File: config.mk
export PLATFORM = sky130hd
export DESIGN_NAME = regbank_write_arbiter_flat
export DESIGN_NICKNAME = d
export VERILOG_FILES = /design/src/rtl/regbank_write_arbiter_if.sv /design/src/rtl/regbank_write_arbiter.sv /design/src/flat_wrapper.sv
export SDC_FILE = /design/constraint.sdc
export NUM_CORES = 1
export LEC_CHECK = 0
export ABC_AREA = 1
export CORE_ASPECT_RATIO = 1.5
export CORE_UTILIZATION = 39
export CTS_CLUSTER_SIZE = 20
export DETAILED_ROUTE_END_ITERATION = 10
export GPL_ROUTABILITY_DRIVEN = 1
export PLACE_DENSITY = 0.64
export SLEW_MARGIN = 20
export SYNTH_ARGS = -nofsm -noshare
export SYNTH_HDL_FRONTEND = slang
export SYNTH_SLANG_ARGS = --single-unit
File: constraint.sdc
create_clock -name clock -period 7.9 [get_ports clock]
set_input_delay 2.37 -clock clock [delete_from_list [all_inputs] [get_ports clock]]
set_output_delay 2.37 -clock clock [all_outputs]
set_load 0.01 [all_outputs]
File: src/rtl/regbank_write_arbiter_if.sv
// regbank_write_arbiter_if: two-source writeback handshake plus register bank write port
// Ports (signals):
//   a_valid/a_address/a_data, a_ready : src A (ALU result) offer and slot-ready
//   b_valid/b_address/b_data, b_ready : src B (memory load) offer and slot-ready
//   write/write_address/write_data    : registered register bank write port
//   busy                              : either holding slot occupied
// Modports: master = sources and bank side, slave = arbiter.
interface regbank_write_arbiter_if #(
   parameter int DATA_WIDTH = 64,
   parameter int ADDR_WIDTH = 5
);
   logic                  a_valid;
   logic [ADDR_WIDTH-1:0] a_address;
   logic [DATA_WIDTH-1:0] a_data;
   logic                  a_ready;
   logic                  b_valid;
   logic [ADDR_WIDTH-1:0] b_address;
   logic [DATA_WIDTH-1:0] b_data;
   logic                  b_ready;
   logic                  write;
   logic [ADDR_WIDTH-1:0] write_address;
   logic [DATA_WIDTH-1:0] write_data;
   logic                  busy;
   modport master (
      output a_valid, a_address, a_data, b_valid, b_address, b_data,
      input  a_ready, b_ready, write, write_address, write_data, busy
   );
   modport slave (
      input  a_valid, a_address, a_data, b_valid, b_address, b_data,
      output a_ready, b_ready, write, write_address, write_data, busy
   );
endinterface

File: src/rtl/regbank_write_arbiter.sv
// regbank_write_arbiter: shares one register bank write port between ALU (A) and load (B) writebacks
// Ports: clock, reset (sync, active-high); bus (regbank_write_arbiter_if.slave) carrying
//   both source handshakes, the registered write/write_address/write_data and busy.
// Optional: REGBANK_XZR_DISCARD_EN drops accepted writes to the all-ones register (XZR).
module regbank_write_arbiter #(
   parameter int DATA_WIDTH = 64,
   parameter int ADDR_WIDTH = 5
) (
   input logic clock,
   input logic reset,
   regbank_write_arbiter_if.slave bus
);
`ifdef REGBANK_XZR_DISCARD_EN
   localparam logic XZR_DISCARD = 1'b1;
`else
   localparam logic XZR_DISCARD = 1'b0;
`endif
   logic                  slot_a_valid, slot_b_valid;
   logic [ADDR_WIDTH-1:0] slot_a_address, slot_b_address;
   logic [DATA_WIDTH-1:0] slot_a_data, slot_b_data;
   logic                  young_a, young_b, ptr_b;
   logic                  tie, grant_a, grant_b, keep_a, keep_b;
   logic                  take_a, take_b, load_a, load_b;
   // A slot is only ever younger for the single cycle it waits behind the
   // older one, since exactly one grant is taken whenever both are occupied.
   always_comb begin
      tie          = slot_a_valid & slot_b_valid & !young_a & !young_b;
      grant_a      = slot_a_valid & (!slot_b_valid | young_b | (tie & !ptr_b));
      grant_b      = slot_b_valid & !grant_a;
      keep_a       = slot_a_valid & !grant_a;
      keep_b       = slot_b_valid & !grant_b;
      bus.a_ready  = !reset & (!slot_a_valid | grant_a);
      bus.b_ready  = !reset & (!slot_b_valid | grant_b);
      take_a       = bus.a_valid & bus.a_ready;
      take_b       = bus.b_valid & bus.b_ready;
      load_a       = take_a & !(XZR_DISCARD & (&bus.a_address));
      load_b       = take_b & !(XZR_DISCARD & (&bus.b_address));
      bus.busy     = slot_a_valid | slot_b_valid;
   end
   always_ff @(posedge clock) begin
      if (reset) begin
         slot_a_valid      <= 1'b0;
         slot_b_valid      <= 1'b0;
         young_a           <= 1'b0;
         young_b           <= 1'b0;
         ptr_b             <= 1'b0;
         bus.write         <= 1'b0;
         bus.write_address <= '0;
         bus.write_data    <= '0;
      end else begin
         bus.write <= grant_a | grant_b;
         if (grant_a | grant_b) begin
            bus.write_address <= grant_a ? slot_a_address : slot_b_address;
            bus.write_data    <= grant_a ? slot_a_data : slot_b_data;
         end
         if (tie) ptr_b <= !ptr_b;
         slot_a_valid <= load_a | keep_a;
         slot_b_valid <= load_b | keep_b;
         young_a      <= load_a & keep_b;
         young_b      <= load_b & keep_a;
         if (load_a) begin
            slot_a_address <= bus.a_address;
            slot_a_data    <= bus.a_data;
         end
         if (load_b) begin
            slot_b_address <= bus.b_address;
            slot_b_data    <= bus.b_data;
         end
      end
   end
endmodule
File: src/flat_wrapper.sv
// flat-port wrapper written by rule: the top's interface ports become plain ports
module regbank_write_arbiter_flat 
#(
   parameter int DATA_WIDTH = 64,
   parameter int ADDR_WIDTH = 5
)
  (clock, reset, bus_a_valid, bus_a_address, bus_a_data, bus_b_valid, bus_b_address, bus_b_data, bus_a_ready, bus_b_ready, bus_write, bus_write_address, bus_write_data, bus_busy);
  regbank_write_arbiter_if #(.DATA_WIDTH(DATA_WIDTH), .ADDR_WIDTH(ADDR_WIDTH)) bus_i ();
  input logic clock;
  input logic reset;
  input wire logic [$bits(bus_i.a_valid)-1:0] bus_a_valid;
  input wire logic [$bits(bus_i.a_address)-1:0] bus_a_address;
  input wire logic [$bits(bus_i.a_data)-1:0] bus_a_data;
  input wire logic [$bits(bus_i.b_valid)-1:0] bus_b_valid;
  input wire logic [$bits(bus_i.b_address)-1:0] bus_b_address;
  input wire logic [$bits(bus_i.b_data)-1:0] bus_b_data;
  output wire logic [$bits(bus_i.a_ready)-1:0] bus_a_ready;
  output wire logic [$bits(bus_i.b_ready)-1:0] bus_b_ready;
  output wire logic [$bits(bus_i.write)-1:0] bus_write;
  output wire logic [$bits(bus_i.write_address)-1:0] bus_write_address;
  output wire logic [$bits(bus_i.write_data)-1:0] bus_write_data;
  output wire logic [$bits(bus_i.busy)-1:0] bus_busy;
  assign bus_i.a_valid = bus_a_valid;
  assign bus_i.a_address = bus_a_address;
  assign bus_i.a_data = bus_a_data;
  assign bus_i.b_valid = bus_b_valid;
  assign bus_i.b_address = bus_b_address;
  assign bus_i.b_data = bus_b_data;
  assign bus_a_ready = bus_i.a_ready;
  assign bus_b_ready = bus_i.b_ready;
  assign bus_write = bus_i.write;
  assign bus_write_address = bus_i.write_address;
  assign bus_write_data = bus_i.write_data;
  assign bus_busy = bus_i.busy;
  regbank_write_arbiter #(.DATA_WIDTH(DATA_WIDTH), .ADDR_WIDTH(ADDR_WIDTH)) u_core (.clock(clock), .reset(reset), .bus(bus_i));
endmodule
# Word level (Yosys, flattened, before mapping)
# Index checks and enable logic that the tools add are counted.
# word_totals
register_bits	213
in_bits	142
output_inout_bits	73
word_cells	47
# classes
n_mux	2
bitwise_logic	23
n_reduce_logical	10
# ops
operator	n
$mux 64	1
$and 1x1->1	14
$logic_not 1->1	8
$or 1x1->1	8
$mux 5	1
$reduce_and 2->1	2
$not 1->1	1

# Longest topological paths before layout
# depth
depth_word	12
depth_mapped	9
ltp_nobuf	7

# Worst setup path after synthesis
# Ideal clock, no wire load.
# synth_timing
kind	in2out
start	input port reset
end	output port bus_a_ready
arrival_ns	2.786
required_time_ns	5.530
setup_slack_ns	2.744
cell_stages	4
n_path_buf	1
cell_sequence	clkbuf_1 > inv_1 > nand2_1 > inv_1
# synth_between
elab_chain_cells	2
# synth_lines
item	line	source
from (decl)	flat_wrapper.sv:10	input logic reset;
$logic_not 1->1	regbank_write_arbiter.sv:32	bus.a_ready = !reset & (!slot_a_valid | grant_a);
$and 1x1->1	regbank_write_arbiter.sv:32	
to (decl)	flat_wrapper.sv:17	output wire logic [$bits(bus_i.a_ready)-1:0] bus_a_ready;
# No other way between the ends.

# Worst setup path after layout
# Ends and elaborated chain as after synthesis.

==> flow_summary.json <==
{
  "wl_per_cell_um": 14.9,
  "area_delta_synth_final_pct": 39.4,
  "seqCellArea_mm2": 0.00565,
  "clock_skew_ns": 0.0162,
  "cts_sinks": 213,
  "layout.cells.non_filler": 1244,
  "die_w_um": 118,
  "die_y_um": 177,
  "clock_latency_ns": 0.49,
  "power_w": 0.00255,
  "clockBufferDepth": 3,
  "first_pass_iters": 4,
  "fill_cells": 1760,
  "fp.coreArea_mm2": 0.0199,
  "multiInputGateArea_mm2": 0.00159,
  "placed_cell_area_mm2": 0.0103,
  "gr-usage-met3_pct": 2.78,
  "rsz0062_at_grt": "false",
  "critical_path.max_fanout": 6,
  "relSlewSlack_pct": 38.7,
  "rows": 63,
  "layout-drive-gt1-share_pct": 4.88,
  "via_count": 5527,
  "grt_pass1_wl_mm": 28.8,
  "grt_max_degree": 71,
  "slowest_stage": "clkdlybuf4s50_1",
  "final_common_cell": "clkdlybuf4s50_1",
  "final_cell_area_mm2": 0.0110,
  "ys_seq_area_share_pct": 71.2,
  "path_cells": "clkdlybuf4s50_1 > inv_1 > nand2_1 > inv_1 > clkdlybuf4s50_1",
  "syn_area_mm2": 0.00793,
  "met1_usage_pct": 20.5,
  "worstPathArrival_ns": 3.84,
  "finalSetupViolCount": 0,
  "met2_usage_pct": 33.8,
  "dp_cells": 1207,
  "antenna_found_initial": 0,
  "syn_avg_cell_area_um2": 10.4,
  "crit_type": "in2out",
  "hold_class": "reg2reg",
  "ys_warn_count": 0,
  "layout_common_cells": "clkdlybuf4s50_1, nand2_1, inv_1, nand3_1, edfxtp_1",
  "cts_buffers": 21,
  "cts_hold_buf": 0,
  "io-pin-count": 215,
  "path_buf_inv": 4,
  "htreeDepth": 1,
  "postRouteAntennaNets": 0,
  "p_leak_nw": 4.79,
  "ys_types": 16,
  "synthTopCellsByArea": "edfxtp_1, dfxtp_1, nand2_1",
  "start_util_pct": 39.9,
  "vdd_drop_max_uv": 157,
  "cts_resized": 0,
  "postSynthCellCount": 763,
  "grtUsageTotal_pct": 17.9,
  "grt_pass1_vias": 5371,
  "fin_util_pct": 55.6,
  "clk_root_buffer_cell": "clkbuf_16",
  "drcViolationCount": 0,
  "hpwl_mm": 11.8,
  "ys_ff_latch": 213,
  "clock.fmax_ghz": 0.161,
  "clk_pin_slew_ns": 0.06,
  "crit_path_end_kind": "primary output",
  "drv_slew": 0,
  "port_buffers": 214,
  "layout.nets": 1112,
  "grt.overflow.total": 0,
  "crit_required_ns": 5.53,
  "drtIter0Drc": 285,
  "cts_tree": "built",
  "top_usage_layer": "met2",
  "syn-num-nets": 905,
  "cts_setup_buffers": 0,
  "period_minus_slack_ns": 6.21,
  "critPathLaunchType": "input port",
  "num_antenna_cells": 0,
  "max_cap_violations": 0,
  "via_per_inst": 4.44,
  "path_delay_family": "buffers and inverters",
  "synth_top_area_cell": "edfxtp_1",
  "routed_wl_mm": 18.6,
  "power_density_mw_per_mm2": 231,
  "gp_congestion": 0.786,
  "synth_top_area_share_pct": 52.3,
  "status": "complete, no violations",
  "finalHoldViolCount": 0,
  "tightest_slew_ns": 0.917,
  "die-area_mm2": 0.0209,
  "max_stage_delay_ns": 0.57,
  "min_period_over_period_pct": 78.6,
  "setup_tns_ns": 0
}
[where the power goes]
group	switching (W)	internal [W]	leakage [nW]
logic	0.000111	0.000129	2.52
clock network	0.000403	0.000640	0.364
registers	0.0000228	0.00125	1.91
total	0.000537	0.00202	4.79
[path summary, 6_finish.rpt]
path / from / end / slack [ns] / cells past startpoint
max: reset / bus_a_ready / 1.69 / 5
min: u_core.bus.write_data[10] / u_core.bus.write_data[10] / 0.45 / 2
min reg2reg: u_core.bus.write_data[10] / u_core.bus.write_data[10] / 0.45 / 2
max reg2reg: u_core.slot_a_valid / u_core.slot_a_data[19] / 4.37 / 5
[final cells by class]
type / count / area share [%]
Timing Repair Buffer: 221 / 19.9
Sequential cell: 213 / 51.1
Multi-Input combinational cell: 366 / 14.4
Clock buffer: 32 / 5.97
Clock inverter: 5 / 0.680
Inverter: 147 / 5.01
Tap cell: 260 / 2.95
[worst register-to-register path, stage by stage, from the launching register on]
cell      delay [ns]
dfxtp_2         0.77
buf_4           0.60
o211ai_1        0.41
nand3_1         0.22
clkinv_2        0.71
buf_4           0.56
[stage by stage]
step | hold slack, ns | setup WS (ns)
2_1_floorplan | 0.474 | 2.74
3_3_place_gp | 0.435 | 1.67
6_report | 0.450 | 1.69
4_1_cts | 0.452 | 1.67
5_1_grt | 0.471 | 1.62
3_5_place_dp | 0.438 | 1.67
[layer usage]
layer	vias up	part of all wire [%]	wire length (um)
met5	-	0	0
met4	0	2.5	462
li1	2835	-	-
met3	35	5.2	973
met2	159	54	9950
met1	2498	39	7180
[registers in the layout, indices dropped and copies added, names as in the netlist]
name                      count
u_core.bus.write              1
u_core.slot_b_data           64
u_core.slot_b_valid           1
u_core.slot_a_valid           1
u_core.ptr_b                  1
u_core.bus.write_data        64
u_core.young_b                1
u_core.bus.write_address      5
u_core.slot_a_address         5
u_core.slot_a_data           64
u_core.young_a                1
u_core.slot_b_address         5
[synthesized netlist by cell type]
| cell | n |
|---|---|
| a21oi_1 | 3 |
| buf_1 | 1 |
| buf_2 | 9 |
| buf_4 | 2 |
| clkbuf_1 | 25 |
| dfxtp_1 | 75 |
| edfxtp_1 | 138 |
| inv_1 | 147 |
| nand2_1 | 211 |
| nand2_2 | 1 |
| nand3_1 | 142 |
| nor2_1 | 5 |
| nor2_2 | 1 |
| o211ai_1 | 1 |
| o21ai_2 | 1 |
| or2_2 | 1 |
[cells by family after synthesis]
| logic type | Yosys count | share of synthesized area (%) |
|---|---|---|
| AOI/OAI and AO/OA | 5 | 0.395 |
| buffers and inverters | 184 | 8.95 |
| DFF | 213 | 71.2 |
| and+or+nand+nor | 361 | 19.4 |
No activity file was read; power rests on OpenSTA's default activity.
